[config.mk]
export PLATFORM = sky130hd
export DESIGN_NAME = divider_prenorm_flat
export DESIGN_NICKNAME = d
export VERILOG_FILES = /design/src/rtl/divider_prenorm_if.sv /design/src/rtl/divider_prenorm.sv /design/src/flat_wrapper.sv
export SDC_FILE = /design/constraint.sdc
export NUM_CORES = 1
export LEC_CHECK = 0
export ABC_AREA = 1
export CAP_MARGIN = 5
export CORE_MARGIN = 3
export CORE_UTILIZATION = 50
export DETAILED_ROUTE_END_ITERATION = 7
export PLACE_DENSITY_LB_ADDON = 0.3
export SETUP_SLACK_MARGIN = 0.1
export SYNTH_ARGS = -nofsm -noshare
export SYNTH_HDL_FRONTEND = slang
export SYNTH_SLANG_ARGS = --single-unit
[constraint.sdc]
create_clock -name clk -period 5.5 [get_ports clk]
set_input_delay 1.65 -clock clk [delete_from_list [all_inputs] [get_ports clk]]
set_output_delay 1.65 -clock clk [all_outputs]
set_load 0.05 [all_outputs]
[src/rtl/divider_prenorm_if.sv]
// Handshake and operand bundle between the divider front end and its neighbours.
// The master drives operands and out_ready; the slave (front end) drives results.
interface divider_prenorm_if #(
   parameter int N = 32
) ();
   localparam int W = $clog2(N);

   logic         in_valid;
   logic         in_ready;
   logic [N-1:0] dividend;
   logic [N-1:0] divisor;
   logic         out_valid;
   logic         out_ready;
   logic [N-1:0] out_dividend;
   logic [N-1:0] out_divisor_norm;
   logic [W-1:0] out_shift;
   logic [W:0]   out_iter;
   logic         out_div_by_zero;
   logic         out_early;

   modport master (
      output in_valid, dividend, divisor, out_ready,
      input  in_ready, out_valid, out_dividend, out_divisor_norm,
             out_shift, out_iter, out_div_by_zero, out_early
   );

   modport slave (
      input  in_valid, dividend, divisor, out_ready,
      output in_ready, out_valid, out_dividend, out_divisor_norm,
             out_shift, out_iter, out_div_by_zero, out_early
   );
endinterface

[src/rtl/divider_prenorm.sv]
// Two-stage pre-normalisation front end for the radix-2 divider: leading-one masks,
// then encoded positions, alignment shift, normalised divisor and iteration count.
module onehot_enc #(
   parameter int N = 32
) (
   input  logic [N-1:0]         onehot,
   output logic [$clog2(N)-1:0] pos
);
   // OR of the indices of set bits; exact for a one-hot or all-zero input.
   always_comb begin
      pos = '0;
      for (int i = 0; i < N; i++) begin
         if (onehot[i]) pos = pos | ($clog2(N))'(i);
      end
   end
endmodule

module divider_prenorm #(
   parameter int N = 32
) (
   input logic              clk,
   input logic              rst_n,
   divider_prenorm_if.slave bus
);
   localparam int W = $clog2(N);

   function automatic logic [N-1:0] lead_one(input logic [N-1:0] x);
      logic [N-1:0] m;
      m = '0;
      for (int i = 0; i < N; i++) begin
         if (x[i]) begin
            m    = '0;
            m[i] = 1'b1;
         end
      end
      return m;
   endfunction

   logic         s1_valid, s2_valid;
   logic         s2_ready, s1_load, s2_load;
   logic [N-1:0] s1_dividend, s1_divisor, mask_dd, mask_dv;
   logic [W-1:0] p_dd, p_dv;

   logic [N-1:0] r_dividend, r_norm;
   logic [W-1:0] r_shift;
   logic [W:0]   r_iter;
   logic         r_dbz, r_early;

   logic [N-1:0] nxt_norm;
   logic [W-1:0] nxt_shift;
   logic [W:0]   nxt_iter;
   logic         nxt_dbz, nxt_early;

   assign s2_ready     = !s2_valid || bus.out_ready;
   assign bus.in_ready = !s1_valid || s2_ready;
   assign s1_load      = bus.in_valid && bus.in_ready;
   assign s2_load      = s1_valid && s2_ready;

   // NOTE: sequential state uses non-blocking assignments so every register samples pre-edge values.
   always_ff @(posedge clk or negedge rst_n) begin
      if (!rst_n) begin
         s1_valid    <= 1'b0;
         s1_dividend <= '0;
         s1_divisor  <= '0;
         mask_dd     <= '0;
         mask_dv     <= '0;
      end else begin
         if (bus.in_ready) s1_valid <= bus.in_valid;
         if (s1_load) begin
            s1_dividend <= bus.dividend;
            s1_divisor  <= bus.divisor;
            mask_dd     <= lead_one(bus.dividend);
            mask_dv     <= lead_one(bus.divisor);
         end
      end
   end

   onehot_enc #(.N(N)) u_enc_dd (.onehot(mask_dd), .pos(p_dd));
   onehot_enc #(.N(N)) u_enc_dv (.onehot(mask_dv), .pos(p_dv));

   // NOTE: every always_comb output gets a default first so no path infers a latch.
   always_comb begin
      nxt_norm  = '0;
      nxt_shift = '0;
      nxt_iter  = '0;
      nxt_dbz   = 1'b0;
      nxt_early = 1'b0;
      if (s1_divisor == '0) begin
         nxt_dbz = 1'b1;
      end else if (s1_dividend == '0 || p_dd < p_dv) begin
         nxt_early = 1'b1;
         nxt_norm  = s1_divisor;
      end else begin
         nxt_shift = p_dd - p_dv;
         nxt_norm  = s1_divisor << nxt_shift;
         nxt_iter  = {1'b0, nxt_shift} + (W+1)'(1);
      end
   end

   always_ff @(posedge clk or negedge rst_n) begin
      if (!rst_n) begin
         s2_valid   <= 1'b0;
         r_dividend <= '0;
         r_norm     <= '0;
         r_shift    <= '0;
         r_iter     <= '0;
         r_dbz      <= 1'b0;
         r_early    <= 1'b0;
      end else begin
         if (s2_ready) s2_valid <= s1_valid;
         if (s2_load) begin
            r_dividend <= s1_dividend;
            r_norm     <= nxt_norm;
            r_shift    <= nxt_shift;
            r_iter     <= nxt_iter;
            r_dbz      <= nxt_dbz;
            r_early    <= nxt_early;
         end
      end
   end

   assign bus.out_valid        = s2_valid;
   assign bus.out_dividend     = r_dividend;
   assign bus.out_divisor_norm = r_norm;
   assign bus.out_shift        = r_shift;
   assign bus.out_iter         = r_iter;
   assign bus.out_div_by_zero  = r_dbz;
   assign bus.out_early        = r_early;
endmodule

[src/flat_wrapper.sv]
// flat-port wrapper written by rule: the top's interface ports become plain ports
module divider_prenorm_flat 
#(
   parameter int N = 32
)
  (clk, rst_n, bus_in_valid, bus_dividend, bus_divisor, bus_out_ready, bus_in_ready, bus_out_valid, bus_out_dividend, bus_out_divisor_norm, bus_out_shift, bus_out_iter, bus_out_div_by_zero, bus_out_early);
  divider_prenorm_if #(.N(N)) bus_i ();
  input logic clk;
  input logic rst_n;
  input wire logic [$bits(bus_i.in_valid)-1:0] bus_in_valid;
  input wire logic [$bits(bus_i.dividend)-1:0] bus_dividend;
  input wire logic [$bits(bus_i.divisor)-1:0] bus_divisor;
  input wire logic [$bits(bus_i.out_ready)-1:0] bus_out_ready;
  output wire logic [$bits(bus_i.in_ready)-1:0] bus_in_ready;
  output wire logic [$bits(bus_i.out_valid)-1:0] bus_out_valid;
  output wire logic [$bits(bus_i.out_dividend)-1:0] bus_out_dividend;
  output wire logic [$bits(bus_i.out_divisor_norm)-1:0] bus_out_divisor_norm;
  output wire logic [$bits(bus_i.out_shift)-1:0] bus_out_shift;
  output wire logic [$bits(bus_i.out_iter)-1:0] bus_out_iter;
  output wire logic [$bits(bus_i.out_div_by_zero)-1:0] bus_out_div_by_zero;
  output wire logic [$bits(bus_i.out_early)-1:0] bus_out_early;
  assign bus_i.in_valid = bus_in_valid;
  assign bus_i.dividend = bus_dividend;
  assign bus_i.divisor = bus_divisor;
  assign bus_i.out_ready = bus_out_ready;
  assign bus_in_ready = bus_i.in_ready;
  assign bus_out_valid = bus_i.out_valid;
  assign bus_out_dividend = bus_i.out_dividend;
  assign bus_out_divisor_norm = bus_i.out_divisor_norm;
  assign bus_out_shift = bus_i.out_shift;
  assign bus_out_iter = bus_i.out_iter;
  assign bus_out_div_by_zero = bus_i.out_div_by_zero;
  assign bus_out_early = bus_i.out_early;
  divider_prenorm #(.N(N)) u_core (.clk(clk), .rst_n(rst_n), .bus(bus_i));
endmodule
==> impl_metrics.csv <==
group,metric,value,unit
status,outcome,"completed",
detailed_routing,drc,0,
clock_network,numCtsBuffers,22,
logic_synthesis,syn_area_per_cell,7.12,um2
grt,grt_max_degree,130,
finish,nets,1745,
die,start_util,51.8,%
clock_network,post_cts_resized,0,
grt,antenna_found_initial,0,
die,io_pins,147,
grt,grt-ovfl-total,0,
finish,syn_to_final_growth,21.3,%
grt,first_global_vias,10600,
logic_synthesis,ys_seq_area_share,45.9,%
clock_network,clk_pin_slew,60,ps
clock_network,tritoncts,"built",
die,fp.dieW,155,um
timing,slew_headroom,28.6,%
timing,postLayoutSetupSlackWorst,675,ps
timing,hold_viol,0,
timing,maxSlewViolCount,0,
finish,layout-drive-gt1-share,3.74,%
worst_setup_path,cp.arrival,3170,ps
logic_synthesis,synth_mux_area_share,0,%
worst_setup_path,critPathTopFamily,"buffers and inverters",
worst_setup_path,timing.critical_path.to_type,"output port",
worst_setup_path,r2r_start,"u_core.s1_dividend[31]",
worst_setup_path,cp_slowest_cell,"clkdlybuf4s50_1",
worst_setup_path,worstSetupPathType,"input port to output port",
timing,worst_pin_slew,1060,ps
grt,grt_usage,28.6,%
worst_setup_path,cp-start-kind,"input port",
die,core-area,21400,um2
timing,hold_slack,475,ps
clock_network,clock_latency,510,ps
grt,grt_pass1_wl,56000,um
worst_setup_path,cpMostUsedCell,"clkdlybuf4s50_1",
logic_synthesis,synth_compound_area_share,7.72,%
timing,rsz0062_at_grt,"no",
clock_network,root_buffer,"clkbuf_16",
finish,antenna_cells,0,
place,place.gp.congestion,0.924,
die,die_h,155,um
place,pre_cts_ws,678,ps
worst_setup_path,worstSetupStartpoint,"bus_out_ready",
detailed_routing,wl,34700,um
timing,setup_viol,0,
logic_synthesis,syn_nets,1629,
die,dieArea,23900,um2
logic_synthesis,synth_top_family_by_area,"simple AND/OR/NAND/NOR gates",
logic_synthesis,yosysWarnings,0,
clock_network,post_cts_buffers,0,
logic_synthesis,synth.distinct_cells,37,
clock_network,cts_max_level,1,
detailed_routing,antenna_left,0,
worst_setup_path,cp.required,3850,ps
place,hpwl,25400,um
timing,post-route-period-util,87.7,%
detailed_routing,drt_iter0_markers,1198,
clock_network,cts_sinks,203,
logic_synthesis,synthXorXnorAreaFrac,0.305,%
min_path,hold_class,"register to register",
logic_synthesis,postSynthCellCount,1554,
detailed_routing,first_pass_iters,7,
worst_setup_path,crit_chain,"clkdlybuf4s50_1 > inv_1 > nand3_2 > clkdlybuf4s50_1",
clock_network,clk_path_buf_depth,3,
timing,finalSetupTns,0,ps
logic_synthesis,synthAdderAreaFrac,0.860,%
power,peakVddDrop,0.000307,V
logic_synthesis,yosys.area_share.simple,37.2,%
timing,max_clock_freq,207,MHz
job,drv_cap,0,
power,leakage,0.00657,uW
worst_setup_path,cpPeakStageDelay,830,ps
timing,fin_crit,4820,ps
clock_network,hold_buffers,0,
detailed_routing,vias_per_cell,5.76,
die,rows,53,
place,port_buffers,146,
logic_synthesis,netlist_area,11100,um2
timing,fin_skew,14.8,ps
min_path,hold_start,"u_core.bus.out_divisor_norm[5]",
worst_setup_path,crit_path_max_fanout,3,
power,power_density,534,nW/um2
worst_setup_path,cp.buffers_inverters,3,
detailed_routing,vias,11300,
detailed_routing,wl_per_cell,17.7,um
logic_synthesis,synth-seq-cells,203,
==> cell usage in the layout (no fill, tap or decap), types with 2 or more instances in the layout <==
cell and count:
a21oi_1 2, buf_4 16, clkbuf_1 5, clkbuf_16 23
clkbuf_8 6, clkdlybuf4s50_1 145, clkinv_1 2, clkinv_2 3
dfrtp_1 203, ha_1 6, inv_1 151, nand2_1 541
nand2_2 2, nand3_1 244, nand3b_1 3, nand4_1 33
nor2_1 85, nor3_1 21, nor4_1 23, o21ai_0 124
o22ai_1 10, o31ai_1 8, o32ai_1 3, o41ai_1 4
or2_2 2
==> worst paths after layout <==
check                           slack (ps)  depth (start not counted)                              end
worst min register to register         480                          2   u_core.bus.out_divisor_norm[5]
worst max-delay path                   680                          4                     bus_in_ready
min in group asynchronous             1300                          1            u_core.s1_dividend[4]
worst min-delay path                   480                          2   u_core.bus.out_divisor_norm[5]
worst max register to register        1300                         19  u_core.bus.out_divisor_norm[31]
max in group asynchronous             3220                          2               u_core.mask_dd[25]
==> kinds of logic (layout without fill, tap and decap cells) <==
group	after synthesis	after routing
xor gates and xnor gates	3	3
adders and majority gates	7	7
DFF	203	203
AOI/OAI and AO/OA	156	156
and+or+nand+nor	960	960
buffers and inverters	225	355
==> cells in the mapped netlist (all sizes together) <==
cell type  number  area [um2]
o41ai           4        35.0
nor3b           1        7.51
ha              6        75.1
xor2            2        17.5
buf            34         163
o32ai           3        26.3
nand3         245        1230
fa              1        20.0
inv           152         571
nor3           21         105
nand3b          3        22.5
o22ai          10        62.6
or4             1        7.51
xnor2           1        16.3
clkinv          2        7.51
nand4          33         206
dfrtp         203        5080
or2             3        18.8
o21ai         126         634
o31ai           8        60.1
nand2         544        2040
a21oi           3        18.8
clkbuf         37         139
o211ai          1        7.51
a22o            1        8.76
nor4           23         144
nor2           86         330
==> power by group <==
part | internal (uW) | switching, uW
Clock | 830 | 592
Sequential | 1790 | 238
Combinational | 1120 | 2590
==> through the flow <==
stage,instance area (um2),utilization (%),std cells,total power [uW]
floorplan,11100,-,1554,4600
global placement,12700,59.6,1921,5650
detailed placement,12700,59.6,1921,5710
CTS,13400,62.8,1959,7140
global route,13400,62.8,1959,7630
finish,13400,62.8,1959,7160
==> cell type report <==
type                            count  area, um2
Clock buffer                       33        663
Multi-Input combinational cell   1126       5120
Clock inverter                      5       31.3
Timing Repair Buffer              163       1610
Fill cell                        1983       7930
Tap cell                          275        344
Sequential cell                   203       5080
Inverter                          154        578
==> worst register-to-register path, stage by stage (launching register included) <==
cell,delay (ps)
dfrtp_1,470
nor2_1,120
inv_1,60
nor3_1,230
nand3_1,110
nor4_1,240
ha_1,200
inv_1,80
fa_1,490
buf_4,270
inv_1,820
nand3_1,220
nand2_1,130
nand2_1,70
nand2_1,140
nand2_1,70
nand2_1,100
nand2_1,50
nand3_1,150
nand2_1,60
==> registers in the layout (all words and copies together) (netlist names) <==
register,cells
u_core.bus.out_div_by_zero,1
u_core.mask_dv,30
u_core.bus.out_shift,5
u_core.s1_dividend,32
u_core.bus.out_iter,6
u_core.s1_valid,1
u_core.bus.out_divisor_norm,32
u_core.s1_divisor,32
u_core.mask_dd,30
u_core.bus.out_dividend,32
u_core.bus.out_early,1
u_core.bus.out_valid,1
==> layer usage <==
layer | global-route usage [%] | wire length (um) | vias up
li1 | - | - | 5309
met1 | 44.0 | 15200 | 5346
met2 | 41.7 | 15100 | 569
met3 | 4.84 | 3420 | 69
met4 | 7.91 | 928 | 0
met5 | 0.621 | 0 | -
Power figures use the tool's default switching activity.
